## config.mk

```make
export PLATFORM = sky130hd
export DESIGN_NAME = dwc_wlast_regen
export DESIGN_NICKNAME = d
export VERILOG_FILES = /design/src/rtl/dwc_wlast_regen_pkg.sv /design/src/rtl/dwc_len_fifo.sv /design/src/rtl/dwc_wlast_regen.sv
export SDC_FILE = /design/constraint.sdc
export NUM_CORES = 1
export LEC_CHECK = 0
export BUFFER_PORTS_ARGS = -buffer_cell sky130_fd_sc_hd__buf_2
export CAP_MARGIN = 30
export CORE_ASPECT_RATIO = 2
export CORE_MARGIN = 3
export CORE_UTILIZATION = 50
export DETAILED_ROUTE_END_ITERATION = 12
export PLACE_DENSITY = 0.73
export SLEW_MARGIN = 0
export SYNTH_ARGS = -nofsm -noshare
export SYNTH_HDL_FRONTEND = slang
export SYNTH_SLANG_ARGS = --single-unit
export TNS_END_PERCENT = 30
```

## constraint.sdc

```tcl
create_clock -name ACLK -period 4.35 [get_ports ACLK]
set_input_delay 0.2175 -clock ACLK [delete_from_list [all_inputs] [get_ports ACLK]]
set_output_delay 0.2175 -clock ACLK [all_outputs]
set_load 0.05 [all_outputs]
```

## src/rtl/dwc_wlast_regen_pkg.sv

```systemverilog
// Shared types and helpers for the WLAST regeneration stage.
// The W payload carries a stored-last bit only when DWC_WLAST_CHECK_EN is defined.
package dwc_wlast_regen_pkg;

  localparam int LEN_W    = 8;
  localparam int W_DATA_W = 32;
  localparam int W_STRB_W = W_DATA_W / 8;
  localparam int W_USER_W = 1;

  typedef struct packed {
    logic [W_DATA_W-1:0] data;
    logic [W_STRB_W-1:0] strb;
    logic [W_USER_W-1:0] user;
`ifdef DWC_WLAST_CHECK_EN
    logic                last;
`endif
  } w_beat_t;

  // Ceiling log2, used to size FIFO pointers (value >= 2 expected).
  function automatic int clog2(input int value);
    int res;
    int v;
    res = 0;
    v   = value - 1;
    while (v > 0) begin
      res = res + 1;
      v   = v >> 1;
    end
    return res;
  endfunction

endpackage

```

## src/rtl/dwc_len_fifo.sv

```systemverilog
// Small burst-length FIFO; head is read combinationally so the beat counter
// can compare against it in the same cycle the entry becomes visible.
module dwc_len_fifo
  import dwc_wlast_regen_pkg::*;
#(
  parameter int DEPTH = 4,
  parameter int WIDTH = LEN_W
) (
  input  logic             clk,
  input  logic             rst,
  input  logic             push,
  input  logic             pop,
  input  logic [WIDTH-1:0] din,
  output logic             full,
  output logic             empty,
  output logic [WIDTH-1:0] head
);

  localparam int PTR_W = clog2(DEPTH);
  localparam logic [PTR_W:0] FULL_CNT = (PTR_W + 1)'(DEPTH);

  logic [PTR_W-1:0] wr_ptr_reg;
  logic [PTR_W-1:0] rd_ptr_reg;
  logic [PTR_W:0]   count_reg;
  logic [WIDTH-1:0] mem [DEPTH];

  always_ff @(posedge clk or posedge rst) begin
    if (rst) begin
      wr_ptr_reg <= '0;
      rd_ptr_reg <= '0;
      count_reg  <= '0;
    end else begin
      if (push) wr_ptr_reg <= wr_ptr_reg + PTR_W'(1);
      if (pop)  rd_ptr_reg <= rd_ptr_reg + PTR_W'(1);
      case ({push, pop})
        2'b10:   count_reg <= count_reg + (PTR_W + 1)'(1);
        2'b01:   count_reg <= count_reg - (PTR_W + 1)'(1);
        default: count_reg <= count_reg;
      endcase
    end
  end

  // Storage needs no reset: an entry is only read after it has been written.
  always_ff @(posedge clk) begin
    if (push) mem[wr_ptr_reg] <= din;
  end

  assign full  = (count_reg == FULL_CNT);
  assign empty = (count_reg == '0);
  assign head  = mem[rd_ptr_reg];

endmodule

```

## src/rtl/dwc_wlast_regen.sv

```systemverilog
// Re-times the narrow W channel through a 2-entry skid buffer and regenerates
// SLAVE_WLAST from accepted AWLEN values. Optional check: DWC_WLAST_CHECK_EN.
module dwc_wlast_regen
  import dwc_wlast_regen_pkg::*;
#(
  parameter int DATA_WIDTH     = W_DATA_W,
  parameter int STRB_WIDTH     = W_STRB_W,
  parameter int USER_WIDTH     = W_USER_W,
  parameter int LEN_FIFO_DEPTH = 4
) (
  input  logic                  ACLK,
  input  logic                  sysReset,
  input  logic                  MASTER_AWVALID,
  output logic                  MASTER_AWREADY,
  input  logic [LEN_W-1:0]      MASTER_AWLEN,
  output logic                  SLAVE_AWVALID,
  input  logic                  SLAVE_AWREADY,
  input  logic [DATA_WIDTH-1:0] MASTER_WDATA,
  input  logic [STRB_WIDTH-1:0] MASTER_WSTRB,
  input  logic [USER_WIDTH-1:0] MASTER_WUSER,
  input  logic                  MASTER_WLAST,
  input  logic                  MASTER_WVALID,
  output logic                  MASTER_WREADY,
  output logic [DATA_WIDTH-1:0] SLAVE_WDATA,
  output logic [STRB_WIDTH-1:0] SLAVE_WSTRB,
  output logic [USER_WIDTH-1:0] SLAVE_WUSER,
  output logic                  SLAVE_WLAST,
  output logic                  SLAVE_WVALID,
  input  logic                  SLAVE_WREADY,
  output logic                  WLAST_ERR
);

  logic             len_full;
  logic             len_empty;
  logic             len_push;
  logic             len_pop;
  logic [LEN_W-1:0] len_head;

  // AW is blocked on full regardless of a same-cycle pop to keep the path short.
  assign SLAVE_AWVALID  = MASTER_AWVALID & ~len_full;
  assign MASTER_AWREADY = SLAVE_AWREADY & ~len_full;
  assign len_push       = SLAVE_AWVALID & SLAVE_AWREADY;

  dwc_len_fifo #(
    .DEPTH (LEN_FIFO_DEPTH),
    .WIDTH (LEN_W)
  ) u_len_fifo (
    .clk   (ACLK),
    .rst   (sysReset),
    .push  (len_push),
    .pop   (len_pop),
    .din   (MASTER_AWLEN),
    .full  (len_full),
    .empty (len_empty),
    .head  (len_head)
  );

  w_beat_t          main_reg, main_next;
  w_beat_t          skid_reg, skid_next;
  logic             main_valid_reg, main_valid_next;
  logic             skid_valid_reg, skid_valid_next;
  logic             wready_reg;
  logic [LEN_W-1:0] beat_cnt_reg;
  w_beat_t          in_beat;
  logic             w_accept;
  logic             w_drain;
  logic             out_valid;
  logic             out_last;

  always_comb begin
    in_beat      = '0;
    in_beat.data = MASTER_WDATA;
    in_beat.strb = MASTER_WSTRB;
    in_beat.user = MASTER_WUSER;
`ifdef DWC_WLAST_CHECK_EN
    in_beat.last = MASTER_WLAST;
`endif
  end

  assign w_accept  = MASTER_WVALID & wready_reg;
  assign out_valid = main_valid_reg & ~len_empty;
  assign out_last  = out_valid & (beat_cnt_reg == len_head);
  assign w_drain   = out_valid & SLAVE_WREADY;
  assign len_pop   = w_drain & out_last;

  // wready is the registered inverse of skid occupancy, so an accept never
  // coincides with a full skid entry.
  always_comb begin
    main_next       = main_reg;
    main_valid_next = main_valid_reg;
    skid_next       = skid_reg;
    skid_valid_next = skid_valid_reg;
    if (w_drain && skid_valid_reg) begin
      main_next       = skid_reg;
      skid_valid_next = 1'b0;
    end else if (w_drain || !main_valid_reg) begin
      main_valid_next = w_accept;
      if (w_accept) main_next = in_beat;
    end else if (w_accept) begin
      skid_next       = in_beat;
      skid_valid_next = 1'b1;
    end
  end

  always_ff @(posedge ACLK or posedge sysReset) begin
    if (sysReset) begin
      main_reg       <= '0;
      skid_reg       <= '0;
      main_valid_reg <= 1'b0;
      skid_valid_reg <= 1'b0;
      wready_reg     <= 1'b0;
      beat_cnt_reg   <= '0;
    end else begin
      main_reg       <= main_next;
      skid_reg       <= skid_next;
      main_valid_reg <= main_valid_next;
      skid_valid_reg <= skid_valid_next;
      wready_reg     <= ~skid_valid_next;
      if (w_drain) beat_cnt_reg <= out_last ? '0 : beat_cnt_reg + LEN_W'(1);
    end
  end

`ifdef DWC_WLAST_CHECK_EN
  logic err_reg;

  always_ff @(posedge ACLK or posedge sysReset) begin
    if (sysReset) begin
      err_reg <= 1'b0;
    end else if (w_drain && (main_reg.last != out_last)) begin
      err_reg <= 1'b1;
    end
  end

  assign WLAST_ERR = err_reg;
`else
  logic unused_wlast;
  assign unused_wlast = MASTER_WLAST;
  assign WLAST_ERR    = 1'b0;
`endif

  assign MASTER_WREADY = wready_reg;
  assign SLAVE_WVALID  = out_valid;
  assign SLAVE_WLAST   = out_last;
  assign SLAVE_WDATA   = main_reg.data;
  assign SLAVE_WSTRB   = main_reg.strb;
  assign SLAVE_WUSER   = main_reg.user;

endmodule
```

==> results.py, run 1 <==
metrics = {
    "outcome": {
        "status": "finished, violations left",
        "violations": "negative hold slack",
    },
    "drt": {
        "drt_iter0_markers": 114,
        "route.detailed.drc": 0,
        "totalWireLength_um": 11000,
        "ant_nets": 0,
        "viasPerCell": 5.30,
        "wire_per_inst_um": 16.8,
        "first_pass_iters": 4,
        "vias": 3489,
    },
    "timing": {
        "tightest_slew_ps": 910,
        "maxSlewViolCount": 0,
        "setup_tns_ps": 0,
        "maxClockFrequency_mhz": 285,
        "finalSetupViolations": 0,
        "slew_headroom_pct": 39.3,
        "fin_skew_ps": 11.9,
        "timing.final.hold_violations": 34,
        "whs_ps": -23.1,
        "timing.final.crit_share_pct": 80.7,
        "rsz0062_at_grt": "no",
        "post-route-min-period_ps": 3510,
    },
    "global_route": {
        "grt_usage_pct": 19.7,
        "grt-ovfl-total": 0,
        "grt_max_degree": 75,
        "grt_pass1_wl_um": 18600,
        "antenna_found_initial": 0,
        "grt_pass1_vias": 3848,
    },
    "synth": {
        "synth_cell_types": 41,
        "netlist_area_um2": 5410,
        "yosysSeqAreaShare_pct": 60.4,
        "async_reset_ff_share_pct": 74.2,
        "syn_avg_cell_area_um2": 13.0,
        "synth_cells": 417,
        "synth.area.top_cells": "dfrtp_1, edfxtp_1, mux2i_1, mux2_2, o21ai_0",
        "synth_flop_cell": "dfrtp_1",
        "yosys.area.top_type": "dfrtp_1",
        "ys_warn_count": 0,
        "synth_edf_count": 32,
        "netlist.area_leader.share_pct": 42.6,
        "synth_seq_cells": 124,
        "synth_nets": 476,
    },
    "die": {
        "die_x_um": 79.5,
        "fp-row-count": 53,
        "core-area_um2": 10500,
        "initial_core_util_pct": 51.3,
        "pin_count": 95,
        "dieHeight_um": 153,
        "die-area_um2": 12200,
    },
    "clocking": {
        "cts_setup_buffers": 0,
        "cts_inserted_buffers": 17,
        "cts_root_buffer": "clkbuf_16",
        "clock_latency_ps": 410,
        "htree_levels": 4,
        "cts_tree": "done",
        "cts.sinks": 124,
        "clk_pin_slew_ps": 60,
        "hold_buffers": 0,
        "clockBufferDepth": 2,
        "postCtsResizedCells": 0,
    },
    "cells_and_area": {
        "layout_common_cells": "dfrtp_1, buf_2, nand2_1, mux2i_1, o21ai_0",
        "area_delta_synth_final_pct": 20.5,
        "finish.utilization_pct": 61.8,
        "final_nets": 568,
        "drive_above_1_share_pct": 33.8,
        "n_antenna_cell": 0,
        "fillCellCount": 835,
        "largest_register_ffs": 37,
    },
    "critical_path": {
        "crit_path_start_kind": "register",
        "required_ps": 4680,
        "worstPathCellList": "mux2i_1 > xnor2_1 > nor4_1 > nor2_1 > nor4_1 > ha_1 > inv_1 > fa_1 > xor2_1 > nor2_1 > xor2_1",
        "slowest_stage": "dfrtp_1",
        "slowest_delay_ps": 830,
        "critPathMaxFanout": 15,
        "critPathKind": "reg -> reg",
        "cp.arrival_ps": 3830,
        "critPathCaptureType": "register",
    },
    "place": {
        "dp_hpwl_um": 7810,
        "gp_congestion": 0.791,
        "port_buffers": 92,
    },
    "hold_path": {
        "min_path_type": "in -> async",
    },
    "pwr": {
        "vdd_drop_max_mv": 0.482,
        "p_per_area_nw_per_um2": 786,
        "leakage_nw": 3.04,
    },
    "flow_run": {
        "drv_cap": 0,
    },
}
per-stage QoR:
stage | total power, mW | area, µm² | instances | hold WS [ps] | worst slack [ps]
after floorplan | 3.37 | 5410 | 417 | 316 | 1330
after global placement | 3.75 | 5950 | 627 | 421 | 923
after detailed placement | 3.83 | 5950 | 627 | 436 | 873
after CTS | 5.17 | 6520 | 658 | 8.87 | 855
after global routing | 5.42 | 6520 | 658 | 18.8 | 543
final | 5.12 | 6520 | 658 | -23.1 | 841
where the power goes:
group | internal [mW] | switching [mW]
clock network | 0.817 | 0.517
registers | 1.64 | 0.270
logic | 0.607 | 1.27
total | 3.06 | 2.06
path summary, 6_finish.rpt:
path                       cells after the start                     start  slack, ps                 endpoint
setup / recovery                              11  u_len_fifo.rd_ptr_reg[1]        840  u_len_fifo.count_reg[2]
hold / removal                                 2                  sysReset        -20              skid_reg[7]
setup reg to reg                              11  u_len_fifo.rd_ptr_reg[1]        840  u_len_fifo.count_reg[2]
hold reg to reg                                2            SLAVE_WSTRB[0]        470           SLAVE_WSTRB[0]
max in group asynchronous                      3                  sysReset       3330          SLAVE_WDATA[20]
min in group ACLK                              1           MASTER_AWLEN[2]         30     u_len_fifo.mem[2][2]
worst max-delay path: cells and delay by family, from the launching register on:
kind | cells | cell delay [ps]
XOR/XNOR | 3 | 390
AND/OR/NAND/NOR | 4 | 1170
buffers and inverters | 1 | 60
flip-flops | 1 | 830
multiplexers | 1 | 320
adder cells (fa/ha/maj) | 2 | 640
kinds of logic (layout without fill, tap and decap cells):
| group | count (synthesis) | count (layout) | synth area share, % |
|---|---|---|---|
| AOI/OAI and AO/OA | 61 | 61 | 6.55 |
| adders and majority gates | 7 | 7 | 1.76 |
| DFF | 124 | 124 | 60.4 |
| other | 1 | 1 | 0.0694 |
| and+or+nand+nor | 80 | 80 | 6.87 |
| xor gates and xnor gates | 20 | 20 | 3.24 |
| buffers and inverters | 35 | 139 | 3.33 |
| muxes | 89 | 89 | 17.8 |
layer usage:
metal | wire length (µm) | GRT usage, % | part of all wire (%)
met3 | 435 | 5.37 | 3.9
met4 | 331 | 9.10 | 3.0
met2 | 6120 | 33.9 | 55
met1 | 4140 | 22.2 | 38
met5 | 0 | 0 | 0
cells in the mapped netlist, drive strengths merged (6+ instances only):
library cell / count
ha: 6
nand2: 50
mux2: 38
xnor2: 14
dfrtp: 92
mux2i: 49
nor2: 7
xor2: 6
buf: 15
o21ai: 46
inv: 11
clkbuf: 9
edfxtp: 32
final cells by class:
type                            instances  area, µm²  share of cell area (%)
Sequential cell                       124       3260                    50.1
Multi-Input combinational cell        258       1970                    30.3
Timing Repair Buffer                   97        498                    7.64
Clock buffer                           18        450                    6.91
Tap cell                              137        171                    2.63
Clock inverter                         13        115                    1.77
Inverter                               11       42.5                   0.653
Note: power is estimated with default switching activity, not from simulation.
==> run 2, diff against run 1 <==
Settings changed: ABC_AREA set to 1, PLACE_DENSITY 0.73 to 0.75.
Clock period 4.35 ns to 3.2 ns, I/O delays scaled along.
==> results.py, run 2 <==
metrics = {
    "outcome": {
        "status": "completed",
    },
    "cells_and_area": {
        "n_antenna_cell": 0,
        "layout_common_cells": "nand2_1, dfrtp_1, buf_2",
        "drive_above_1_share_pct": 28.2,
        "final_common_cell": "nand2_1",
        "regArea_um2": 3260,
        "fillCellCount": 878,
        "largest_register_ffs": 37,
        "area_delta_synth_final_pct": 25.5,
        "multiInputGateArea_um2": 2120,
        "final_nets": 734,
    },
    "timing": {
        "finalSetupViolations": 0,
        "maxClockFrequency_mhz": 340,
        "timing.final.crit_share_pct": 91.8,
        "setup_tns_ps": 0,
        "fin_skew_ps": 6.67,
        "timing.final.hold_violations": 0,
        "maxSlewViolCount": 0,
        "setup_ws_ps": 262,
        "slew_headroom_pct": 44.8,
        "tightest_slew_ps": 825,
        "post-route-min-period_ps": 2940,
        "rsz0062_at_grt": "no",
    },
    "drt": {
        "first_pass_iters": 4,
        "ant_nets": 0,
        "viasPerCell": 5.36,
        "route.detailed.drc": 0,
        "vias": 4434,
        "totalWireLength_um": 13700,
        "wire_per_inst_um": 16.6,
        "drt_iter0_markers": 216,
    },
    "clocking": {
        "cts.sinks": 124,
        "clock_latency_ps": 410,
        "postCtsResizedCells": 0,
        "clockBufferDepth": 2,
        "cts_tree": "done",
        "cts_root_buffer": "clkbuf_16",
        "htree_levels": 4,
        "clk_pin_slew_ps": 60,
        "hold_buffers": 33,
        "cts_inserted_buffers": 17,
        "cts_setup_buffers": 0,
    },
    "global_route": {
        "grt-ovfl-total": 0,
        "grt_pass1_vias": 4698,
        "grt_max_degree": 44,
        "grt_pass1_wl_um": 22700,
        "antenna_found_initial": 0,
        "grt_usage_pct": 23.4,
    },
    "critical_path": {
        "critPathCaptureType": "register",
        "cp.arrival_ps": 3220,
        "critPathKind": "reg -> reg",
        "crit_path_start_kind": "register",
        "required_ps": 3490,
        "critPathMaxFanout": 18,
    },
    "die": {
        "core-area_um2": 11100,
        "fp-row-count": 54,
        "die_x_um": 81.7,
        "initial_core_util_pct": 51.7,
        "die-area_um2": 12900,
        "pin_count": 95,
        "dieHeight_um": 157,
    },
    "synth": {
        "synth_flop_cell": "dfrtp_1",
        "synthTopCellsByCount": "nand2_1, dfrtp_1, nand3_1",
        "ys_warn_count": 0,
        "synth_seq_cells": 124,
        "synth_edf_count": 32,
        "async_reset_ff_share_pct": 74.2,
        "netlist.area_leader.share_pct": 40.2,
        "synth_cell_types": 36,
        "synth_nets": 610,
        "yosysSeqAreaShare_pct": 56.9,
        "netlist_area_um2": 5730,
        "syn_avg_cell_area_um2": 10.4,
        "synth.most_common_cell": "nand2_1",
        "synth.area.top_cells": "dfrtp_1, edfxtp_1, nand2_1, nand3_1, mux2_4",
        "synth_cells": 551,
        "yosys.area.top_type": "dfrtp_1",
    },
    "pwr": {
        "p_per_area_nw_per_um2": 549,
        "leakage_nw": 3.62,
        "vdd_drop_max_mv": 0.540,
    },
    "hold_path": {
        "min_path_type": "in -> reg",
    },
    "place": {
        "pre_cts_ws_ps": 347,
        "gp_congestion": 0.829,
        "dp_hpwl_um": 8950,
        "port_buffers": 92,
    },
    "flow_run": {
        "drv_cap": 0,
    },
}
## run 2: cell count changes after synthesis, sizes merged, moves of 29 or more
cell   previous run  this run
inv              11        40
mux2i            49         0
a31oi             0        39
nand3             4        69
nand2            50       116
o21ai            46         6
nor2              7        55
## run 2: cells by family (layout without fill, tap and decap cells)
kind of cell / Yosys count / after routing / share of synthesized area [%]
muxes: 37 / 37 / 8.51
adders and majority gates: 7 / 7 / 1.66
buffers and inverters: 71 / 208 / 6.18
other: 1 / 1 / 0.0654
and+or+nand+nor: 253 / 253 / 20.0
DFF: 124 / 124 / 56.9
xor gates and xnor gates: 9 / 9 / 1.51
AOI/OAI and AO/OA: 49 / 49 / 5.20
## run 2: per-stage QoR
step	utilization, %	std cells	power, mW	hold slack, ps	instance area (µm²)
6_report	64.9	828	3.95	6.06	7190
3_5_place_dp	56.7	762	2.08	151	6280
5_1_grt	64.9	828	4.09	1.99	7190
4_1_cts	64.8	827	3.97	0.290	7180
3_3_place_gp	56.4	761	2.06	138	6250
2_1_floorplan	-	551	1.97	259	5730
## run 2: power by group
| part | switching, mW | internal [mW] |
|---|---|---|
| Sequential | 0.0365 | 1.70 |
| Combinational | 0.223 | 0.127 |
| Clock | 0.717 | 1.15 |
## run 2: critical path, cell delays in order (launching register included)
cell and delay [ps]:
dfrtp_1 680, inv_6 160, nand2_1 100, nand3_1 70
nand2_1 150, xnor2_1 110, or2_1 260, nor3_1 230
ha_1 190, inv_1 70, fa_1 390, a21oi_1 140
o21ai_0 100, xor2_1 150
## run 2: per-layer routing
metal  track usage [%]  wire length, µm  share of wire [%]
met1              25.2             5040                 37
met2              41.7             7580                 55
met3              6.41              686                5.0
met4              10.7              431                3.1
met5                 0                0                  0
## run 2: final timing paths
path | startpoint | endpoint | slack (ps) | cells after the start
hold / removal | MASTER_WDATA[13] | skid_reg[18] | 6 | 2
setup / recovery | u_len_fifo.rd_ptr_reg[0] | u_len_fifo.count_reg[2] | 260 | 13
hold reg to reg | u_len_fifo.count_reg[0] | u_len_fifo.count_reg[0] | 490 | 1
min in group asynchronous | sysReset | skid_reg[33] | 260 | 3
max in group asynchronous | sysReset | skid_reg[16] | 2130 | 4
setup reg to reg | u_len_fifo.rd_ptr_reg[0] | u_len_fifo.count_reg[2] | 260 | 13
## run 2: cell type report
class                           instances  share of cell area (%)
Sequential cell                       124                    45.4
Multi-Input combinational cell        356                    29.5
Timing Repair Buffer                  136                    12.5
Clock buffer                           18                    5.97
Tap cell                              140                    2.44
Inverter                               40                    2.21
Clock inverter                         14                    2.02
